## src/rtl/mem_request_queue.sv

```systemverilog
// mem_request_queue: consumer end of the parser output interface.
// Latches each strobed, non-NOP operation into an in-order circular queue.
// The queue decodes every address into DRAM bank group/bank/column/row
// fields. It tracks a saturating age per entry and presents the oldest
// entry to the DRAM command scheduler, which retires it with pop_s.
//
// Ports:
//   clk, rst_n         system clock (rising edge), async active-low reset
//   in_op_ready_s      parser strobe: in_opcode/in_address/in_time_cpu valid
//   in_opcode          0=DATA_READ 1=DATA_WRITE 2=OPCODE_FETCH 3=NOP
//   in_address         operation address
//   in_time_cpu        CPU cycle count at issue
//   pop_s              scheduler retires the head entry this cycle
//   queue_full/empty   count == QUEUE_SIZE / count == 0 (backpressure)
//   occupancy          current entry count
//   head_*             decoded fields of the oldest entry (NOP/0 when empty)
//   head_age/aged      cycles since head was written, saturating at AGE_MAX
//   overflow_err       sticky: a non-NOP strobe was dropped while full
module mem_request_queue #(
    parameter int unsigned QUEUE_SIZE    = 16,
    parameter int unsigned ADDRESS_WIDTH = 33,
    parameter int unsigned AGE_MAX       = 100
) (
    input  logic                         clk,
    input  logic                         rst_n,
    input  logic                         in_op_ready_s,
    input  logic [1:0]                   in_opcode,
    input  logic [ADDRESS_WIDTH-1:0]     in_address,
    input  logic [31:0]                  in_time_cpu,
    input  logic                         pop_s,
    output logic                         queue_full,
    output logic                         queue_empty,
    output logic [$clog2(QUEUE_SIZE):0]  occupancy,
    output logic                         head_valid,
    output logic [1:0]                   head_opcode,
    output logic [1:0]                   head_bank_group,
    output logic [1:0]                   head_bank,
    output logic [7:0]                   head_column,
    output logic [14:0]                  head_row,
    output logic [31:0]                  head_time_cpu,
    output logic [6:0]                   head_age,
    output logic                         head_aged,
    output logic                         overflow_err
);

    localparam int unsigned PtrW = $clog2(QUEUE_SIZE);
    localparam int unsigned CntW = PtrW + 1;
    localparam logic [1:0]      OpNop   = 2'd3;
    localparam logic [CntW-1:0] CntFull = CntW'(QUEUE_SIZE);
    localparam logic [6:0]      AgeMax  = 7'(AGE_MAX);

    logic [1:0]               op_mem   [QUEUE_SIZE];
    logic [ADDRESS_WIDTH-1:0] addr_mem [QUEUE_SIZE];
    logic [31:0]              time_mem [QUEUE_SIZE];
    logic [6:0]               age_q    [QUEUE_SIZE];
    logic [6:0]               age_d    [QUEUE_SIZE];

    logic [PtrW-1:0] wr_ptr_q, rd_ptr_q;
    logic [CntW-1:0] count_q, count_d;
    logic            overflow_q;
    logic            req, push, pop;

    assign req  = in_op_ready_s && (in_opcode != OpNop);
    // At full, a same-cycle pop frees the slot the push lands in.
    assign push = req && ((count_q != CntFull) || pop_s);
    // Empty queue: pop is ignored even when a push arrives alongside it.
    assign pop  = pop_s && (count_q != '0);

    always_comb begin
        count_d = count_q;
        case ({push, pop})
            2'b10:   count_d = count_q + 1'b1;
            2'b01:   count_d = count_q - 1'b1;
            default: count_d = count_q;
        endcase
    end

    // A slot is valid when its distance from rd_ptr is below the count.
    always_comb begin
        logic [PtrW-1:0] offset;
        offset = '0;
        for (int i = 0; i < QUEUE_SIZE; i++) begin
            age_d[i] = '0;
            offset   = PtrW'(i) - rd_ptr_q;
            if (({1'b0, offset} < count_q) && !(pop && (PtrW'(i) == rd_ptr_q))) begin
                age_d[i] = (age_q[i] >= AgeMax) ? AgeMax : age_q[i] + 7'd1;
            end
            if (push && (PtrW'(i) == wr_ptr_q)) begin
                age_d[i] = '0;
            end
        end
    end

    always_ff @(posedge clk or negedge rst_n) begin
        if (!rst_n) begin
            wr_ptr_q   <= '0;
            rd_ptr_q   <= '0;
            count_q    <= '0;
            overflow_q <= 1'b0;
            for (int i = 0; i < QUEUE_SIZE; i++) begin
                age_q[i] <= '0;
            end
        end else begin
            count_q <= count_d;
            if (push) begin
                wr_ptr_q <= wr_ptr_q + 1'b1;
            end
            if (pop) begin
                rd_ptr_q <= rd_ptr_q + 1'b1;
            end
            if (req && (count_q == CntFull) && !pop_s) begin
                overflow_q <= 1'b1;
            end
            for (int i = 0; i < QUEUE_SIZE; i++) begin
                age_q[i] <= age_d[i];
            end
        end
    end

    // Payload needs no reset: it is only observed through a valid head.
    always_ff @(posedge clk) begin
        if (push) begin
            op_mem[wr_ptr_q]   <= in_opcode;
            addr_mem[wr_ptr_q] <= in_address;
            time_mem[wr_ptr_q] <= in_time_cpu;
        end
    end

    assign queue_full   = (count_q == CntFull);
    assign queue_empty  = (count_q == '0);
    assign occupancy    = count_q;
    assign head_valid   = !queue_empty;
    assign overflow_err = overflow_q;
    assign head_aged    = (head_age == AgeMax);

    always_comb begin
        head_opcode     = OpNop;
        head_bank_group = '0;
        head_bank       = '0;
        head_column     = '0;
        head_row        = '0;
        head_time_cpu   = '0;
        head_age        = '0;
        if (head_valid) begin
            head_opcode     = op_mem[rd_ptr_q];
            head_bank_group = addr_mem[rd_ptr_q][7:6];
            head_bank       = addr_mem[rd_ptr_q][9:8];
            head_column     = addr_mem[rd_ptr_q][17:10];
            head_row        = addr_mem[rd_ptr_q][32:18];
            head_time_cpu   = time_mem[rd_ptr_q];
            head_age        = age_q[rd_ptr_q];
        end
    end

endmodule

```

## config.mk

```make
export PLATFORM = sky130hd
export DESIGN_NAME = mem_request_queue
export DESIGN_NICKNAME = d
export VERILOG_FILES = /design/src/rtl/mem_request_queue.sv
export SDC_FILE = /design/constraint.sdc
export NUM_CORES = 1
export LEC_CHECK = 0
export CORE_MARGIN = 2
export CORE_UTILIZATION = 60
export CTS_CLUSTER_SIZE = 20
export DETAILED_ROUTE_END_ITERATION = 16
export PLACE_DENSITY_LB_ADDON = 0.08
export SLEW_MARGIN = 20
export SYNTH_ARGS = -nofsm -noshare
export SYNTH_HDL_FRONTEND = slang
export SYNTH_SLANG_ARGS = --single-unit
```

## constraint.sdc

```tcl
create_clock -name clk -period 8.3 [get_ports clk]
set_clock_uncertainty 0.05 [all_clocks]
set_input_delay 0.83 -clock clk [delete_from_list [all_inputs] [get_ports clk]]
set_output_delay 0.83 -clock clk [all_outputs]
set_load 0.05 [all_outputs]
```

# Yosys cells after proc, flatten, opt, wreduce, memory -nomap -nowiden

Memories as Yosys holds them, arrays and structs flattened.
Index checks and enable logic that the tools add are counted.
W data, S select, Z words.

Register bits: 126
Latch bits: 0
RAM bits: 1072
ROM bits: 0
Input port bits: 71
Output and inout port bits: 78
Word-level logic and storage cells: 267
Memories: 3

Memory list:

| name     | words | width | rd ports | clocked after memory_dff | wr ports | line | source |
|---|---|---|---|---|---|---|---|
| addr_mem | 16    | 33    | 1        | 0                        | 1        | 53   | `logic [ADDRESS_WIDTH-1:0] addr_mem [QUEUE_SIZE];` |
| time_mem | 16    | 32    | 1        | 0                        | 1        | 54   | `logic [31:0] time_mem [QUEUE_SIZE];` |
| op_mem   | 16    | 2     | 1        | 0                        | 1        | 52   | `logic [1:0] op_mem [QUEUE_SIZE];` |

Add/sub/neg operators: 36
Multipliers: 0
Divide/modulo/power cells: 0
Magnitude comparators: 33
Equal/unequal tests: 36
Shifts and indexed selects: 0
Mux-type cells: 61
Bitwise logic cells: 1
Reduce and logical (&&, ||, !) cells: 77

Operators with widths:

| kind                  | count |
|---|---|
| $mux W7               | 51 |
| $add A7 B1 Y7 const B | 16 |
| $ge A7 B7 Y1 const B  | 16 |
| $lt A4 B5 Y1          | 16 |
| $eq A4 B4 Y1 const A  | 16 |
| $logic_and A1 B1 Y1   | 53 |
| $eq A3 B4 Y1 const A  | 8 |
| $mux W32              | 1 |
| $sub A4 B4 Y4 const A | 8 |
| $bmux W7 S4           | 1 |
| $logic_not A1 Y1      | 18 |
| $eq A2 B4 Y1 const A  | 4 |
| $sub A3 B4 Y4 const A | 4 |
| $mux W15              | 1 |
| $pmux W5 S2           | 1 |
| $add A4 B1 Y4 const B | 2 |
| $eq A1 B4 Y1 const A  | 2 |
| $logic_not A4 Y1      | 2 |
| $mux W8               | 1 |
| $sub A1 B4 Y4 const A | 2 |
| $sub A2 B4 Y4 const A | 2 |
| $eq A7 B7 Y1 const B  | 1 |
| $mux W2               | 3 |
| $add A5 B1 Y5 const B | 1 |
| 13 further kinds      | 14 |

# Logic depth before layout (Yosys ltp)

Depth after elaboration: 7
Gate-level depth with buffers: 15
Gate-level depth less buffers: 12

# Least setup slack after synthesis

OpenSTA, ideal clock, no wires.

Path kind: reg-to-reg
Start: register count_q[4], in the netlist occupancy[4]
End: register age_q[45] (netlist name)
Library setup time: 119 ps
Arrival time: 6551 ps
Data required time: 8131 ps
Setup slack: 1579 ps
Stages on the path, launching flop included: 7
Path buffers: 1
Clock period less this slack: 6721 ps
Path through: dfrtp_1 -> clkbuf_1 -> a311oi_1 -> a41oi_1 -> nand3_1 -> nand2b_1 -> nor2_1

RTL lines:

| what                            | line | source |
|---|---|---|
| from (decl)                     | 59   | `logic [CntW-1:0] count_q, count_d;` |
| from (signal assigned)          | 104  | `count_q <= count_d;` |
| to (signal, indexed assignment) | 115  | `age_q[i] <= age_d[i];` |
| to (decl)                       | 55   | `logic [6:0] age_q [QUEUE_SIZE];` |

# Worst setup path in the final report

Start: register count_q[4], in the netlist occupancy[4]
End: output port head_aged

Longest elaborated chain between the ends: 3

Ends and longest elaborated chain:

| what             | line | source |
|---|---|---|
| $logic_not A5 Y1 | 130  | `assign queue_empty = (count_q == '0);` |
| $mux W7          | 144  | `if (head_valid) begin` |
| $eq A7 B7 Y1     | 134  | `assign head_aged = (head_age == AgeMax);` |
| to (decl)        | 42   | `output logic head_aged,` |

Every way passes these cells.

==> run metrics <==
layout cells sized above 1 0.2143; CTS clk-pin slew, worst paths 0.06 ns; Area growth, synth to finish 13.34%; gr ovfl total 0; asr flop ratio synth 0.1143; largest net degree at the start of global routing 149; fin nets 2590; FF-to-FF End age_q[24]$_DFF_PN0_; flop2flop setup slack 3.89 ns; CTS sink cnt 1102; final critical-path required period 5.688 ns; clk buf depth 3; Multi-input gate area 0.01211 sq mm; part of the cycle the worst path needs 0.6853; filler cell count 4644; fmax 0.1758 GHz; crit-path max cell delay 0.88 ns; Yosys reg bits 1102; syn_nets 2400; Worst setup SP type flop; Place WS 3.233 ns; CTS Hold Buffers Added 0; H-tree lvl count 3; R2R cell count 10; Max Slew Vio Count 0; die area 0.07740 sq mm; Slew headroom 0.3472; status completed; cell count after synthesis 2249; post-CTS resize count 0; Post-CTS Setup Inserts 0; worst-margin pin slew 0.9792 ns; Starting Density 0.6060; CP endpoint head_aged; unrepaired setup endpoints after global routing no; Final GP Congestion 0.8473; GRT Overall Usage 0.2576; worst setup path category flop to primary output; sequential share of the synthesized area 0.7195; antenna viol nets, final 0; EDFF count, synth 976; critical-path cell list clkinv_1, nand2_2, clkinv_1, nor2_1, and4_1, clkdlybuf4s50_1; synth unique cells 66; register area 0.03247 sq mm; setup_tns 0 ns; Top Family by Delay on Critical Path buffers and inverters; Final HPWL DP 50.67 mm; Lkg Pwr 17.15 nW; number of global-route vias before repair 23200; cts bufs inserted 108; crit path capture type primary output; area of the mapped netlist 0.04512 sq mm; via count 22470; worst endpoint required time 7.42 ns; IO Count 149; routed len/inst 27.69 um; floorplan core area 0.07445 sq mm; Final Hold Vio Count 0; worst-path maximum fanout 21; instance count on the critical path 6; die span in y 278.2 um; Top FF cell, synth edfxtp_1; CP most frequent cell clkinv_1; port bufs 142; max cap viols 0; Routed WL 96.85 mm; synth warn 0; drt first-iter violations 2099; HP Class primary input to async pin; chip width 278.2 um; Pre-Repair DR Iteration Count 5; Root Buffer clkbuf_16; worst skew pair latency 0.66 ns; row count 100; worst path bufs/invs 3; Worst VDD drop 0.3340 mV; critical path data arrival time 4.81 ns; Final WS setup 2.612 ns; first-pass GRT wire length 146.7 mm; Residual DRC 0; routed vias/inst 6.424; worst r2r src rd_ptr_q[1]$_DFFE_PN0P_; P per Cell Area 373.4 mW/mm^2; final core utilization 0.6869; slowest library cell on the worst path dfrtp_1; Crit. Startpoint occupancy[4]$_DFFE_PN0P_; initial antenna violation count 6; setup violators final 0; TritonCTS clock tree done; Avg Cell Area, Syn 20.06 sq um
[per-stage QoR]
| step | total power [W] | cells | instance area [sq um] | hold WS (ns) |
|---|---|---|---|---|
| 4_1_cts | 0.01928 | 3494 | 51120 | 0.2151 |
| 3_5_place_dp | 0.01462 | 3298 | 47760 | 0.4273 |
| 3_3_place_gp | 0.01446 | 3297 | 47730 | 0.4006 |
| 2_1_floorplan | 0.01237 | 2249 | 45120 | 0.4059 |
| 5_1_grt | 0.01996 | 3496 | 51130 | 0.2697 |
| 6_report | 0.01909 | 3498 | 51130 | 0.2120 |
[cell usage in the layout, fill, tap and decap left out, types with 4 or more instances in the layout]
cell type / instances
edfxtp_1: 976
mux4_2: 331
clkdlybuf4s50_1: 141
dfrtp_1: 123
clkbuf_16: 110
nor2_1: 94
ha_1: 80
inv_1: 60
and2_1: 60
nand2_1: 47
nand3_1: 47
a21oi_1: 40
xor2_1: 39
clkinv_1: 34
xnor2_1: 32
buf_4: 27
a31oi_1: 26
clkinv_2: 22
nor3_1: 21
clkbuf_1: 20
and3_1: 16
a211oi_1: 16
o21ai_0: 12
o311ai_0: 12
a22oi_1: 9
nor3b_1: 8
bufinv_16: 8
a21o_1: 7
nand2b_1: 6
o21ai_1: 6
a311oi_1: 5
o311a_1: 5
and2_4: 5
diode_2: 4
mux2i_1: 4
a21boi_0: 4
[final cells by class]
type / instances / area share
Antenna cell: 4 / 0.0001958
Clock buffer: 130 / 0.05530
Clock inverter: 66 / 0.01057
Inverter: 66 / 0.004992
Multi-Input combinational cell: 989 / 0.2369
Sequential cell: 1102 / 0.6350
Tap cell: 969 / 0.02371
Timing Repair Buffer: 172 / 0.03328
[how the worst min path moves through the flow]
stage / startpoint / end / slack [ns]
global route: rst_n / age_q[77]$_DFF_PN0_ / 0.27
floorplan: age_q[28]$_DFF_PN0_ / age_q[28]$_DFF_PN0_ / 0.41
CTS: rst_n / age_q[77]$_DFF_PN0_ / 0.22
detailed placement: overflow_err$_DFFE_PN0P_ / overflow_err$_DFFE_PN0P_ / 0.43
finish: rst_n / age_q[70]$_DFF_PN0_ / 0.21
global placement: overflow_err$_DFFE_PN0P_ / overflow_err$_DFFE_PN0P_ / 0.40
[synth_stat cells (9+ instances only)]
| master | number | area [sq um] |
|---|---|---|
| a21oi_1 | 40 | 200.2 |
| nand2_1 | 48 | 180.2 |
| edfxtp_1 | 976 | 29310 |
| inv_1 | 61 | 229.0 |
| clkbuf_1 | 44 | 165.2 |
| nor3_1 | 21 | 105.1 |
| xor2_1 | 39 | 341.6 |
| buf_2 | 26 | 130.1 |
| dfrtp_1 | 126 | 3153 |
| nand3_1 | 47 | 235.2 |
| o311ai_0 | 12 | 105.1 |
| ha_1 | 80 | 1001 |
| a31oi_1 | 26 | 162.7 |
| mux4_2 | 331 | 7455 |
| o21ai_0 | 12 | 60.06 |
| nor2_1 | 95 | 356.6 |
| buf_1 | 20 | 75.07 |
| a22oi_1 | 9 | 67.56 |
| xnor2_1 | 32 | 280.3 |
| and3_1 | 16 | 100.1 |
| a211oi_1 | 16 | 120.1 |
| and2_1 | 65 | 406.6 |
[worst reg2reg max path: stages (launching register included)]
cell and delay [ns]:
dfrtp_4 0.75, buf_16 0.34, buf_4 0.81, inv_1 0.37
ha_1 0.41, ha_1 0.31, a21o_1 0.18, a21o_1 0.19
a21oi_1 0.25, o21ai_1 0.28, a211oi_1 0.39
[flip-flops by register name, indices dropped and copies added (netlist names)]
register	cells
time_mem	512
addr_mem	432
age_q	112
op_mem	32
occupancy	5
rd_ptr_q	4
wr_ptr_q	4
overflow_err	1
[power by group]
group	internal (W)	switching, W	leakage [nW]
combinational	0.00313	0.00415	5.05
clock	0.00266	0.00199	1.65
sequential	0.00661	0.000545	10.5
[layer usage]
metal | GRT usage | part of all wire | wire [um]
met5 | 0 | 0.00040 | 39
met1 | 0.3682 | 0.41 | 39580
met2 | 0.4262 | 0.51 | 49140
met3 | 0.03820 | 0.065 | 6297
met4 | 0.06584 | 0.019 | 1801
[kinds of logic after synthesis]
family                   count (synthesis)  share of synthesized area
buffers and inverters                  158                    0.01412
AND/OR/NAND/NOR                        332                    0.03799
flip-flops                            1102                     0.7195
XOR/XNOR                                71                    0.01378
adder cells (fa/ha/maj)                 80                    0.02219
AO/OA/AOI/OAI                          170                    0.02604
multiplexers                           336                     0.1664
Note: power is estimated with default switching activity, not from simulation.
